===== src/rtl/ps2_dev_tx.sv =====
// Device-side PS/2 transmitter: queues scan-code bytes in a FIFO and serialises
// each as an 11-bit frame (start, 8 data LSB first, odd parity, stop) on ps2_clk/ps2_data.
module ps2_dev_tx #(
  parameter int CLK_DIV = 50,
  parameter int GAP     = 100,
  parameter int DEPTH   = 8
) (
  input  logic                     clk,
  input  logic                     rst,
  input  logic [7:0]               in_data,
  input  logic                     in_valid,
  output logic                     in_ready,
  input  logic                     inhibit,
  output logic                     ps2_clk,
  output logic                     ps2_data,
  output logic                     busy,
  output logic [$clog2(DEPTH):0]   count
);
  localparam int AW   = $clog2(DEPTH);
  localparam int CNTW = AW + 1;
  localparam int CMAX = (CLK_DIV > GAP) ? CLK_DIV : GAP;
  localparam int CW   = $clog2(CMAX) + 1;
  localparam logic [CW-1:0]   DIV_LAST = CW'(CLK_DIV - 1);
  localparam logic [CW-1:0]   GAP_LAST = CW'(GAP - 1);
  localparam logic [CNTW-1:0] FULL     = CNTW'(DEPTH);

  typedef enum logic [1:0] {
    ST_IDLE = 2'd0,
    ST_SEND = 2'd1,
    ST_GAP  = 2'd2
  } state_t;

  function automatic logic odd_parity(input logic [7:0] d);
    return ~^d;
  endfunction

  state_t            state_r, state_s;
  logic [7:0]        mem_r [DEPTH];
  logic [AW-1:0]     wr_ptr_r, rd_ptr_r;
  logic [CNTW-1:0]   count_r;
  logic [10:0]       shift_r, shift_s;
  logic [3:0]        bit_idx_r, bit_idx_s;
  logic              phase_hi_r, phase_hi_s;
  logic [CW-1:0]     cnt_r, cnt_s;
  logic              ps2_clk_r, clk_s;
  logic              ps2_data_r, data_s;
  logic              busy_r, busy_s;
  logic              push_s, pop_s;
  logic [7:0]        head_s;

  assign in_ready = (count_r != FULL);
  assign push_s   = in_valid && in_ready;
  assign pop_s    = (state_r == ST_IDLE) && (count_r != {CNTW{1'b0}}) && !inhibit;
  assign head_s   = mem_r[rd_ptr_r];
  assign ps2_clk  = ps2_clk_r;
  assign ps2_data = ps2_data_r;
  assign busy     = busy_r;
  assign count    = count_r;

  // FIFO storage: data only, no reset needed
  always_ff @(posedge clk) begin
    if (push_s) begin
      mem_r[wr_ptr_r] <= in_data;
    end
  end

  // FIFO pointers and occupancy; simultaneous push and pop leave count unchanged
  always_ff @(posedge clk or negedge rst) begin
    if (!rst) begin
      wr_ptr_r <= {AW{1'b0}};
      rd_ptr_r <= {AW{1'b0}};
      count_r  <= {CNTW{1'b0}};
    end else begin
      if (push_s) wr_ptr_r <= wr_ptr_r + AW'(1);
      if (pop_s)  rd_ptr_r <= rd_ptr_r + AW'(1);
      case ({push_s, pop_s})
        2'b10:   count_r <= count_r + CNTW'(1);
        2'b01:   count_r <= count_r - CNTW'(1);
        default: count_r <= count_r;
      endcase
    end
  end

  // FSM state register
  always_ff @(posedge clk or negedge rst) begin
    if (!rst) state_r <= ST_IDLE;
    else      state_r <= state_s;
  end

  // Frame sequencing: next state plus next values of the shifter, timers and line outputs
  always_comb begin
    state_s    = state_r;
    shift_s    = shift_r;
    bit_idx_s  = bit_idx_r;
    phase_hi_s = phase_hi_r;
    cnt_s      = cnt_r;
    clk_s      = ps2_clk_r;
    data_s     = ps2_data_r;
    busy_s     = busy_r;
    case (state_r)
      ST_IDLE: begin
        clk_s  = 1'b1;
        data_s = 1'b1;
        busy_s = 1'b0;
        if (pop_s) begin
          state_s    = ST_SEND;
          shift_s    = {1'b1, odd_parity(head_s), head_s, 1'b0};
          bit_idx_s  = 4'd0;
          phase_hi_s = 1'b1;
          cnt_s      = {CW{1'b0}};
          data_s     = 1'b0;
          busy_s     = 1'b1;
        end else begin
          state_s = ST_IDLE;
        end
      end
      ST_SEND: begin
        if (cnt_r != DIV_LAST) begin
          cnt_s = cnt_r + CW'(1);
        end else if (phase_hi_r) begin
          cnt_s      = {CW{1'b0}};
          phase_hi_s = 1'b0;
          clk_s      = 1'b0;
        end else if (bit_idx_r != 4'd10) begin
          // data only moves together with the rising clock edge
          cnt_s      = {CW{1'b0}};
          phase_hi_s = 1'b1;
          clk_s      = 1'b1;
          shift_s    = {1'b1, shift_r[10:1]};
          data_s     = shift_r[1];
          bit_idx_s  = bit_idx_r + 4'd1;
        end else begin
          cnt_s   = {CW{1'b0}};
          clk_s   = 1'b1;
          data_s  = 1'b1;
          state_s = ST_GAP;
        end
      end
      ST_GAP: begin
        clk_s  = 1'b1;
        data_s = 1'b1;
        if (cnt_r != GAP_LAST) begin
          cnt_s = cnt_r + CW'(1);
        end else begin
          cnt_s   = {CW{1'b0}};
          busy_s  = 1'b0;
          state_s = ST_IDLE;
        end
      end
      default: begin
        state_s = ST_IDLE;
        cnt_s   = {CW{1'b0}};
        clk_s   = 1'b1;
        data_s  = 1'b1;
        busy_s  = 1'b0;
      end
    endcase
  end

  // Datapath and output registers
  always_ff @(posedge clk or negedge rst) begin
    if (!rst) begin
      shift_r    <= 11'h7FF;
      bit_idx_r  <= 4'd0;
      phase_hi_r <= 1'b1;
      cnt_r      <= {CW{1'b0}};
      ps2_clk_r  <= 1'b1;
      ps2_data_r <= 1'b1;
      busy_r     <= 1'b0;
    end else begin
      shift_r    <= shift_s;
      bit_idx_r  <= bit_idx_s;
      phase_hi_r <= phase_hi_s;
      cnt_r      <= cnt_s;
      ps2_clk_r  <= clk_s;
      ps2_data_r <= data_s;
      busy_r     <= busy_s;
    end
  end

endmodule


===== config.mk =====
export PLATFORM = sky130hd
export DESIGN_NAME = ps2_dev_tx
export DESIGN_NICKNAME = d
export VERILOG_FILES = /design/src/rtl/ps2_dev_tx.sv
export SDC_FILE = /design/constraint.sdc
export NUM_CORES = 1
export LEC_CHECK = 0
export CAP_MARGIN = 10
export CELL_PAD_IN_SITES_DETAIL_PLACEMENT = 0
export CELL_PAD_IN_SITES_GLOBAL_PLACEMENT = 1
export CORE_UTILIZATION = 45
export CTS_CLUSTER_SIZE = 20
export DETAILED_ROUTE_END_ITERATION = 6
export PLACE_DENSITY_LB_ADDON = 0.1
export SETUP_SLACK_MARGIN = 0.05
export SYNTH_ARGS = -nofsm -noshare
export SYNTH_HDL_FRONTEND = slang
export SYNTH_SLANG_ARGS = --single-unit

===== constraint.sdc =====
create_clock -name clk -period 3.9 [get_ports clk]
set_input_delay 0.585 -clock clk [delete_from_list [all_inputs] [get_ports clk]]
set_output_delay 0.585 -clock clk [all_outputs]
set_load 0.1 [all_outputs]

# After elaboration in Yosys (flattened, before gate mapping)
# Memory sizes are Yosys's and may differ from the RTL's.
# Cells that the tools add are included.
word_totals:
  register_bits: 39
  ram_bits: 64
  wordCells: 86
  memories: 1
mem_list:
  columns: ["name", "words", "width", "read_ports", "rd_clocked_by_memory_dff", "wr", "line_no", "rtl"]
  rows:
  - ["mem_r", 8, 8, 1, 0, 1, "38", "logic [7:0] mem_r [DEPTH];"]
classes:
  n_addsub: 6
  n_eq_ne: 14
  muxes: 39
  bitwise_logic: 1
  reduce_logical: 14
ops:
  columns: ["op", "n"]
  rows:
  - ["$mux W11", 4]
  - ["$mux W8", 3]
  - ["$pmux W8 S3", 1]
  - ["$pmux W11 S2", 1]
  - ["$mux W1", 16]
  - ["$mux W4", 4]
  - ["$pmux W4 S2", 2]
  - ["$ne A2 B2 Y1 const B", 6]
  - ["$add A4 B1 Y4 const B", 2]
  - ["$add A8 B1 Y8 const B", 1]
  - ["$mux W2", 4]
  - ["$ne A4 B4 Y1 const B", 2]
  - ["$ne A8 B6 Y1 const B", 1]
  - ["$ne A8 B7 Y1 const B", 1]
  - ["$reduce_xnor A8 Y1", 1]
  - ["$add A3 B1 Y3 const B", 2]
  - ["$pmux W2 S3", 1]
  - ["$reduce_and A5 Y1", 1]
  - ["$eq A2 B1 Y1 const B", 2]
  - ["$eq A2 B2 Y1 const B", 2]
  - ["$pmux W1 S2", 2]
  - ["$reduce_and A2 Y1", 2]
  - ["$reduce_and A4 Y1", 1]
  - ["$reduce_bool A2 Y1", 2]
  - ["other kinds (8)", 10]

# Depth between registers and ports, before layout
# Gate-level depths: netlist of run 1.
logic_depth:
  ltp_word: 5
  mapped_depth: 12
  depth_no_buf: 11

# Least setup slack after synthesis of run 1
# No wires, ideal clock.
synth_timing:
  path_type: "flip-flop to flip-flop"
  start: "reg count_r[1], in the netlist count[1]"
  end: "mem mem_r[0][0], enable pin"
  setup_ns: 0.383
  arrival_time_ns: 3.272
  t_required_ns: 3.517
  path_slack_ns: 0.245
  stages_incl_launch_ff: 7
  synth_period_minus_slack_ns: 3.655
  cell_sequence: "dfrtp_1 clkbuf_1 nor3_1 nand2_1 nand2_1 or2_2 nor3_1"
synth_between:
  elab_chain_cells: 4
synth_lines:
  columns: ["item", "line_no", "rtl"]
  rows:
  - ["from (decl)", "40", "logic [CNTW-1:0] count_r;"]
  - ["from (signal assigned)", "72", "count_r <= {CNTW{1'b0}};"]
  - ["from (signal assigned)", "77", "2'b10: count_r <= count_r + CNTW'(1);"]
  - ["from (signal assigned)", "78", "2'b01: count_r <= count_r - CNTW'(1);"]
  - ["$ne A4 B4 Y1", "51", "assign in_ready = (count_r != FULL);"]
  - ["via in_ready", "12", "output logic in_ready,"]
  - ["$logic_and A1 B1 Y1", "52", "assign push_s = in_valid && in_ready;"]
  - ["$mux W1", "62", "if (push_s) begin"]
  - ["$mux W1 (implied by the code)", "63", "mem_r[wr_ptr_r] <= in_data;"]
  - ["to (decl)", "38", null]
# The timed path passes the listed nets, and every way through them passes these cells.

# Final worst setup path of run 1
layout_timing:
  start: "reg count_r[1], in the netlist count[1]"
  end: "out in_ready"
layout_between:
  elab_chain_cells: 1
layout_lines:
  columns: ["item", "line_no"]
  rows:
  - ["$ne A4 B4 Y1", "51"]
  - ["to (decl)", "12"]
# Every way passes these cells.

==> results of run 1 <==
## metrics by stage
step | area (sq um) | setup WS (ns) | utilization [%]
6_report | 5060 | 1.04 | 51.8
5_1_grt | 5060 | 0.886 | 51.8
4_1_cts | 5060 | 1.00 | 51.8
3_5_place_dp | 4880 | 1.17 | 49.9
3_3_place_gp | 4880 | 1.16 | 49.9
2_1_floorplan | 4560 | 0.245 | -
## worst register-to-register path: cells and delay by family, from the launching register on
| kind | cells | cell delay, ns |
|---|---|---|
| AO/OA/AOI/OAI | 1 | 0.08 |
| XOR/XNOR | 3 | 0.49 |
| buffers and inverters | 1 | 0.30 |
| flip-flops | 1 | 0.90 |
| multiplexers | 2 | 0.78 |
## cells by family after synthesis
kind of cell	count (synthesis)	synth area share [%]
buffers and inverters	19	2.36
xor gates and xnor gates	17	3.43
DFF	101	62.8
and+or+nand+nor	89	9.69
AOI/OAI and AO/OA	53	7.36
muxes	28	11.0
adders and majority gates	12	3.29
## how the worst min path moves through the flow
| stage | slack [ns] | startpoint | endpoint | cells after the start |
|---|---|---|---|---|
| after global routing | 0.38 | rst | rd_ptr_r[2]$_DFFE_PN0P_ | 1 |
| final | 0.32 | rst | cnt_r[3]$_DFFE_PN0N_ | 1 |
| after CTS | 0.35 | rst | state_r[1]$_DFFE_PN0P_ | 1 |
| after global placement | 0.45 | shift_r[5]$_DFFE_PN1P_ | shift_r[5]$_DFFE_PN1P_ | 2 |
| after detailed placement | 0.46 | shift_r[8]$_DFFE_PN1P_ | shift_r[8]$_DFFE_PN1P_ | 2 |
| after floorplan | 0.29 | rst | bit_idx_r[0]$_DFFE_PN0P_ | 0 |
## area by class of cell
| class | count | share of cell area (%) |
|---|---|---|
| Inverter | 7 | 0.519 |
| Tap cell | 133 | 3.29 |
| Sequential cell | 101 | 56.6 |
| Timing Repair Buffer | 26 | 4.70 |
| Clock inverter | 6 | 1.04 |
| Clock buffer | 10 | 2.52 |
| Multi-Input combinational cell | 199 | 31.4 |
## metal layers
metal	vias to the layer above	GRT usage (%)
met3	9	4.27
met5	-	0
met1	1240	22.9
met2	27	30.0
li1	1235	-
met4	0	4.95
## flip-flops by register name, summed over array words and instances, names as in the netlist
| register | cells |
|---|---|
| mem_r | 64 |
| shift_r | 9 |
| state_r | 2 |
| wr_ptr_r | 3 |
| busy | 1 |
| bit_idx_r | 4 |
| cnt_r | 8 |
| count | 4 |
| phase_hi_r | 1 |
| ps2_data | 1 |
| rd_ptr_r | 3 |
| ps2_clk | 1 |
## power groups by stage
stage	Combinational (mW)	Clock, mW	Sequential, mW
after floorplan	0.248	0	1.51
after CTS	0.546	0.648	1.36
after global placement	0.542	0	1.38
final	0.537	0.630	1.36
after detailed placement	0.546	0	1.38
after global routing	0.582	0.687	1.38
## cell usage in the layout (no fill, tap or decap), drive strengths merged, types with 3 or more instances in the layout
master and count:
edfxtp 64, nand2 29, nor2 26, o21ai 26, dfrtp 25, clkdlybuf4s50 18, mux4 16, ha 12
dfstp 12, a21oi 11, inv 11, clkbuf 10, xnor2 9, mux2i 9, xor2 8, buf 8
nand3 7, nand2b 6, o31ai 6, nor3 4, nor2b 4, mux2 3, and3 3, a211oi 3
or2 3
==> run metrics, run 1 <==
result of the run=finished clean; post-synth net total=343; Lkg Pwr=1.82 nW; Synth Register Bits=101; average via count per standard cell=5.21; Post-synth EDFFs=64; via count of the first global-routing pass=2539; TritonCTS clock tree=yes; multi-input logic area=0.00159 sq mm; slowest stage delay, CP=1.15 ns; largest fanout of any net on the critical path=9; pins over their slew limit=0; total power of the final layout=2.53 mW; final global-route overflow total=0; NumNets Final=368; clk sink count=101; power per cell area=500 mW/mm^2; source-to-sink clock delay at the later pin of the worst-skew pair=0.36 ns; total inserted antenna cells=0; capture point of the critical path=in_ready; Reg2Reg Launch Point=rd_ptr_r[0]$_DFFE_PN0P_; Inst Count DP=466; category of the worst setup path launch point=register; wire length of the first global-routing pass=13.6 mm; Final min period=2.86 ns; reg-to-reg setup timing slack=1.28 ns; library cell used as clock root buffer=sky130_fd_sc_hd__clkbuf_8; WL met3=182 microns; Top-Level Pins=20; # Post-CTS Setup Buffers=0; part of the total power dissipated in sequential elements=53.8%; number of design-rule violations left by the first detailed-router iteration=108; classification of the worst setup path=reg2out; Worst setup startpoint=count[1]$_DFFE_PN0P_; fraction of synthesis flops using an asynchronous set or reset pin=36.6%; Least-Margin Pin Slew=0.964 ns; H-tree depth=3; number of buffer and inverter stages on the critical path=1; worst path required time=3.31 ns; core area=0.00977 sq mm; setup TNS=0 ns; layout cells sized above 1=18.3%; Critical Path AT=2.28 ns; critical path depth in cells=3; number of buffers inserted during clock tree synthesis=9; Critical-path top delay cell=sky130_fd_sc_hd__clkdlybuf4s50_1; cell area after synthesis=0.00456 sq mm; total wirelength of the detailed-routed design=8.18 mm; Layout Cells excl Fill=482; cell types with the highest counts after synthesis=64 x sky130_fd_sc_hd__edfxtp_1, 29 x sky130_fd_sc_hd__nand2_1, 26 x sky130_fd_sc_hd__nor2_1, 25 x sky130_fd_sc_hd__dfrtp_1, 19 x sky130_fd_sc_hd__o21ai_1; die footprint=0.0105 sq mm; worst hold margin=0.321 ns; total count of hold-check failures in the final report=0; series of cell instances along the critical path=nor3_1 -> nand2_1 -> clkdlybuf4s50_1; maximum vdd drop=291 uV; main area contributors after synthesis=sky130_fd_sc_hd__edfxtp_1 42%, sky130_fd_sc_hd__dfrtp_1 14%, sky130_fd_sc_hd__dfstp_2 6.9%; critical register-to-register path endpoint=shift_r[9]$_DFFE_PN1P_; internal portion of total power=1.70 mW; switching portion of total power=32.6%; Gates resized, CTS repair=0; uppermost routed layer=met4; register area=0.00286 sq mm; power dissipated by switching net loads=0.825 mW; Met1 Routed Length=3.79 mm; Main synth FF type=sky130_fd_sc_hd__edfxtp_1; sequential share of the synthesized area=62.8%; Synth top area share=42.2%; amount of wire on met2 after detailed routing=4.13 mm; post-route clock skew=0.0107 ns; worst hold path class=in2async; DRC errors left=0; final worst path period share=73.4%; Routed wire per std cell=17.0 microns; Max Buffers Root-to-Sink=2; final number of setup-violating endpoints=0; post-synth top area cell=sky130_fd_sc_hd__edfxtp_1; hold_buf cts=0; filler instances=861; maximum number of pins on one net before global-route repair=38; die width=103 microns; setup repair after global routing missed its margin=false; number of vias after detailed routing=2511; vertical die dimension=103 microns; number of maximum-capacitance constraint violations=0; Final GP Congestion=0.718; starting density of the core=46.6%; number of synthesis warnings=0; half-perimeter wire length of the detailed placement result=5.37 mm; global router's overall resource usage=17.7%; number of antenna violations at the first check in global routing=0; top-count cell post-synth=sky130_fd_sc_hd__edfxtp_1; gate count of the mapped netlist=319; number of cells on the worst reg-to-reg path=7; clock-pin slew on the worst setup and hold paths=0.10 ns; relative area change from synthesis to final layout=11.0%; share of power burned in the clock network=24.9%; gate family responsible for the most delay along the worst path=buffers and inverters; type of element capturing the critical path=output port; residual antenna-violating net count after detailed routing=0; count of buffers inserted at the top-level ports=19; Yosys cell types=47; combinational fraction of design power=21.3%; timing-limited maximum frequency=349 MHz; DR pass1 iterations=4; average instance area after synthesis=14.3 sq um; slew margin rel.=35.5%; number of rows created at floorplan=36
Note: power is estimated with default switching activity, not from simulation.
==> run 2: changes to the inputs <==
==> constraint.sdc (replaced) <==
create_clock -name clk -period 2.35 [get_ports clk]
set_input_delay 0.3525 -clock clk [delete_from_list [all_inputs] [get_ports clk]]
set_output_delay 0.3525 -clock clk [all_outputs]
set_load 0.1 [all_outputs]
==> run metrics, run 2 (synthesized netlist as in run 1, its figures left out) <==
relative area change from synthesis to final layout=15.5% (was 11.0%); worst hold path class=in2async (unchanged); power per cell area=820 mW/mm^2 (was 500 mW/mm^2); die width=103 microns (unchanged); worst path required time=2.64 ns (was 3.31 ns); final global-route overflow total=0 (unchanged); result of the run=finished clean (unchanged); pins over their slew limit=0 (unchanged); average via count per standard cell=5.21 (about the same); total count of hold-check failures in the final report=0 (unchanged); setup TNS=0 ns (unchanged); maximum vdd drop=450 uV (was 291 uV); Final GP Congestion=0.727 (was 0.718); H-tree depth=3 (unchanged); slew margin rel.=67.6% (was 35.5%); classification of the worst setup path=reg2reg (was reg2out); number of maximum-capacitance constraint violations=0 (unchanged); most congested layer reported by global routing=met2 (unchanged); largest registers=mem_r (64), shift_r (9), cnt_r (8) (unchanged); Routed wire per std cell=16.3 microns (was 17.0 microns); TritonCTS clock tree=yes (unchanged); starting density of the core=46.6% (unchanged); global-route track usage on met1=20.7% (was 22.9%); count of buffers inserted at the top-level ports=19 (unchanged); NumNets Final=383 (was 368); timing-limited maximum frequency=461 MHz; number of antenna violations at the first check in global routing=0 (unchanged); worst hold margin=0.0171 ns (was 0.321 ns); met3 track demand over resource=3.66% (was 4.27%); final number of setup-violating endpoints=0 (unchanged); wire length of the first global-routing pass=13.0 mm (was 13.6 mm); Lkg Pwr=1.92 nW (was 1.82 nW); core area=0.00977 sq mm (unchanged); largest fanout of any net on the critical path=9 (unchanged); DRC errors left=0 (unchanged); setup repair after global routing missed its margin=false (unchanged); number of buffers inserted during clock tree synthesis=9 (unchanged); global router's overall resource usage=17.2% (was 17.7%); maximum number of pins on one net before global-route repair=38 (unchanged); via count of the first global-routing pass=2569 (was 2539); clk sink count=101 (unchanged); met2 track demand over resource in global routing=30.7% (was 30.0%); vertical die dimension=103 microns (unchanged); category of the worst setup path launch point=register (unchanged); Max Buffers Root-to-Sink=2 (unchanged); source-to-sink clock delay at the later pin of the worst-skew pair=0.36 ns (about the same); number of vias after detailed routing=2589 (was 2511); total inserted antenna cells=0 (unchanged); number of design-rule violations left by the first detailed-router iteration=82 (was 108); Least-Margin Pin Slew=0.486 ns (was 0.964 ns); most flop-heavy register=mem_r (unchanged); post-route clock skew=0.0115 ns (was 0.0107 ns); die footprint=0.0105 sq mm (unchanged); most frequent cells in the layout=64 x sky130_fd_sc_hd__edfxtp_1, 29 x sky130_fd_sc_hd__buf_4, 27 x sky130_fd_sc_hd__nand2_1, 25 x sky130_fd_sc_hd__nor2_1, 21 x sky130_fd_sc_hd__dfrtp_1 (was 64 x sky130_fd_sc_hd__edfxtp_1, 29 x sky130_fd_sc_hd__nand2_1, 26 x sky130_fd_sc_hd__nor2_1, 25 x sky130_fd_sc_hd__dfrtp_1, 19 x sky130_fd_sc_hd__o21ai_1); library cell used as clock root buffer=sky130_fd_sc_hd__clkbuf_8 (unchanged); half-perimeter wire length of the detailed placement result=5.47 mm (was 5.37 mm); Top-Level Pins=20 (unchanged); layout cells sized above 1=27.7% (was 18.3%); leading cell type in the layout, fill and taps excluded=sky130_fd_sc_hd__edfxtp_1 (unchanged); type of element capturing the critical path=register (was output port); number of rows created at floorplan=36 (unchanged); DR pass1 iterations=4 (unchanged); Critical Path AT=2.46 ns (was 2.28 ns); residual antenna-violating net count after detailed routing=0 (unchanged); number of flip-flops in the largest register=64 (unchanged); clock-pin slew on the worst setup and hold paths=0.10 ns (about the same); Final min period=2.17 ns; total wirelength of the detailed-routed design=8.12 mm (was 8.18 mm); final worst path period share=92.2%
==> run 2: worst paths after layout <==
| kind | from | end | slack (ns) | cells after the start |
|---|---|---|---|---|
| min reg2reg | shift_r[4]$_DFFE_PN1P_ | shift_r[4]$_DFFE_PN1P_ | 0.47 | 2 |
| max | cnt_r[2]$_DFFE_PN0N_ | shift_r[2]$_DFFE_PN1P_ | 0.18 | 6 |
| min | rst | cnt_r[5]$_DFFE_PN0N_ | 0.02 | 2 |
| max in group asynchronous | rst | count[1]$_DFFE_PN0P_ | 1.93 | 2 |
| min in group clk | shift_r[4]$_DFFE_PN1P_ | shift_r[4]$_DFFE_PN1P_ | 0.47 | 2 |
| max reg2reg | cnt_r[2]$_DFFE_PN0N_ | shift_r[2]$_DFFE_PN1P_ | 0.18 | 6 |
==> run 2: what timing repair did <==
action / 4_1_cts / 5_1_grt
gates resized for setup: 0 / 3
hold buffers: 0 / 0
endpoints found under the setup margin: 0 / 4
buffers inserted: 0 / 2
==> run 2: worst max-delay path, stage by stage, from the launching register on <==
cell and delay [ns]:
sky130_fd_sc_hd__dfrtp_1 0.45, sky130_fd_sc_hd__or4b_4 0.57, sky130_fd_sc_hd__or3_4 0.43, sky130_fd_sc_hd__o31ai_4 0.19, sky130_fd_sc_hd__o21ai_2 0.14, sky130_fd_sc_hd__buf_4 0.19
sky130_fd_sc_hd__o21ai_1 0.13
==> run 2: routing by layer <==
layer	vias to the layer above	share of wire, %
met5	-	0
met4	0	0.65
met3	5	2.4
met2	34	52
met1	1287	44
li1	1263	-
==> run 2: report_power, final <==
part / internal [mW] / switching (mW)
Clock: 0.414 / 0.628
Combinational: 0.328 / 0.626
Sequential: 2.14 / 0.184
Total: 2.88 / 1.44
==> run 2: final cells by class <==
type                       count  area [sq um]
timing repair buffer          41           343
tap                          133           166
clock inverter                 7          63.8
clock buffer                   9           124
multi-input combinational    199          1670
sequential                   101          2870
fill                         856          4510
inverter                       7          26.3
==> run 2: through the flow <==
step	util [%]	total power, mW	instances	worst slack (ns)	area, sq um
after floorplan	-	3.04	319	0.0143	4650
after global placement	51.7	3.30	479	0.0596	5050
after detailed placement	51.7	3.32	479	0.0593	5050
after CTS	53.6	4.37	495	0.128	5240
after global routing	53.9	4.52	497	0.0553	5270
final	53.9	4.32	497	0.182	5270
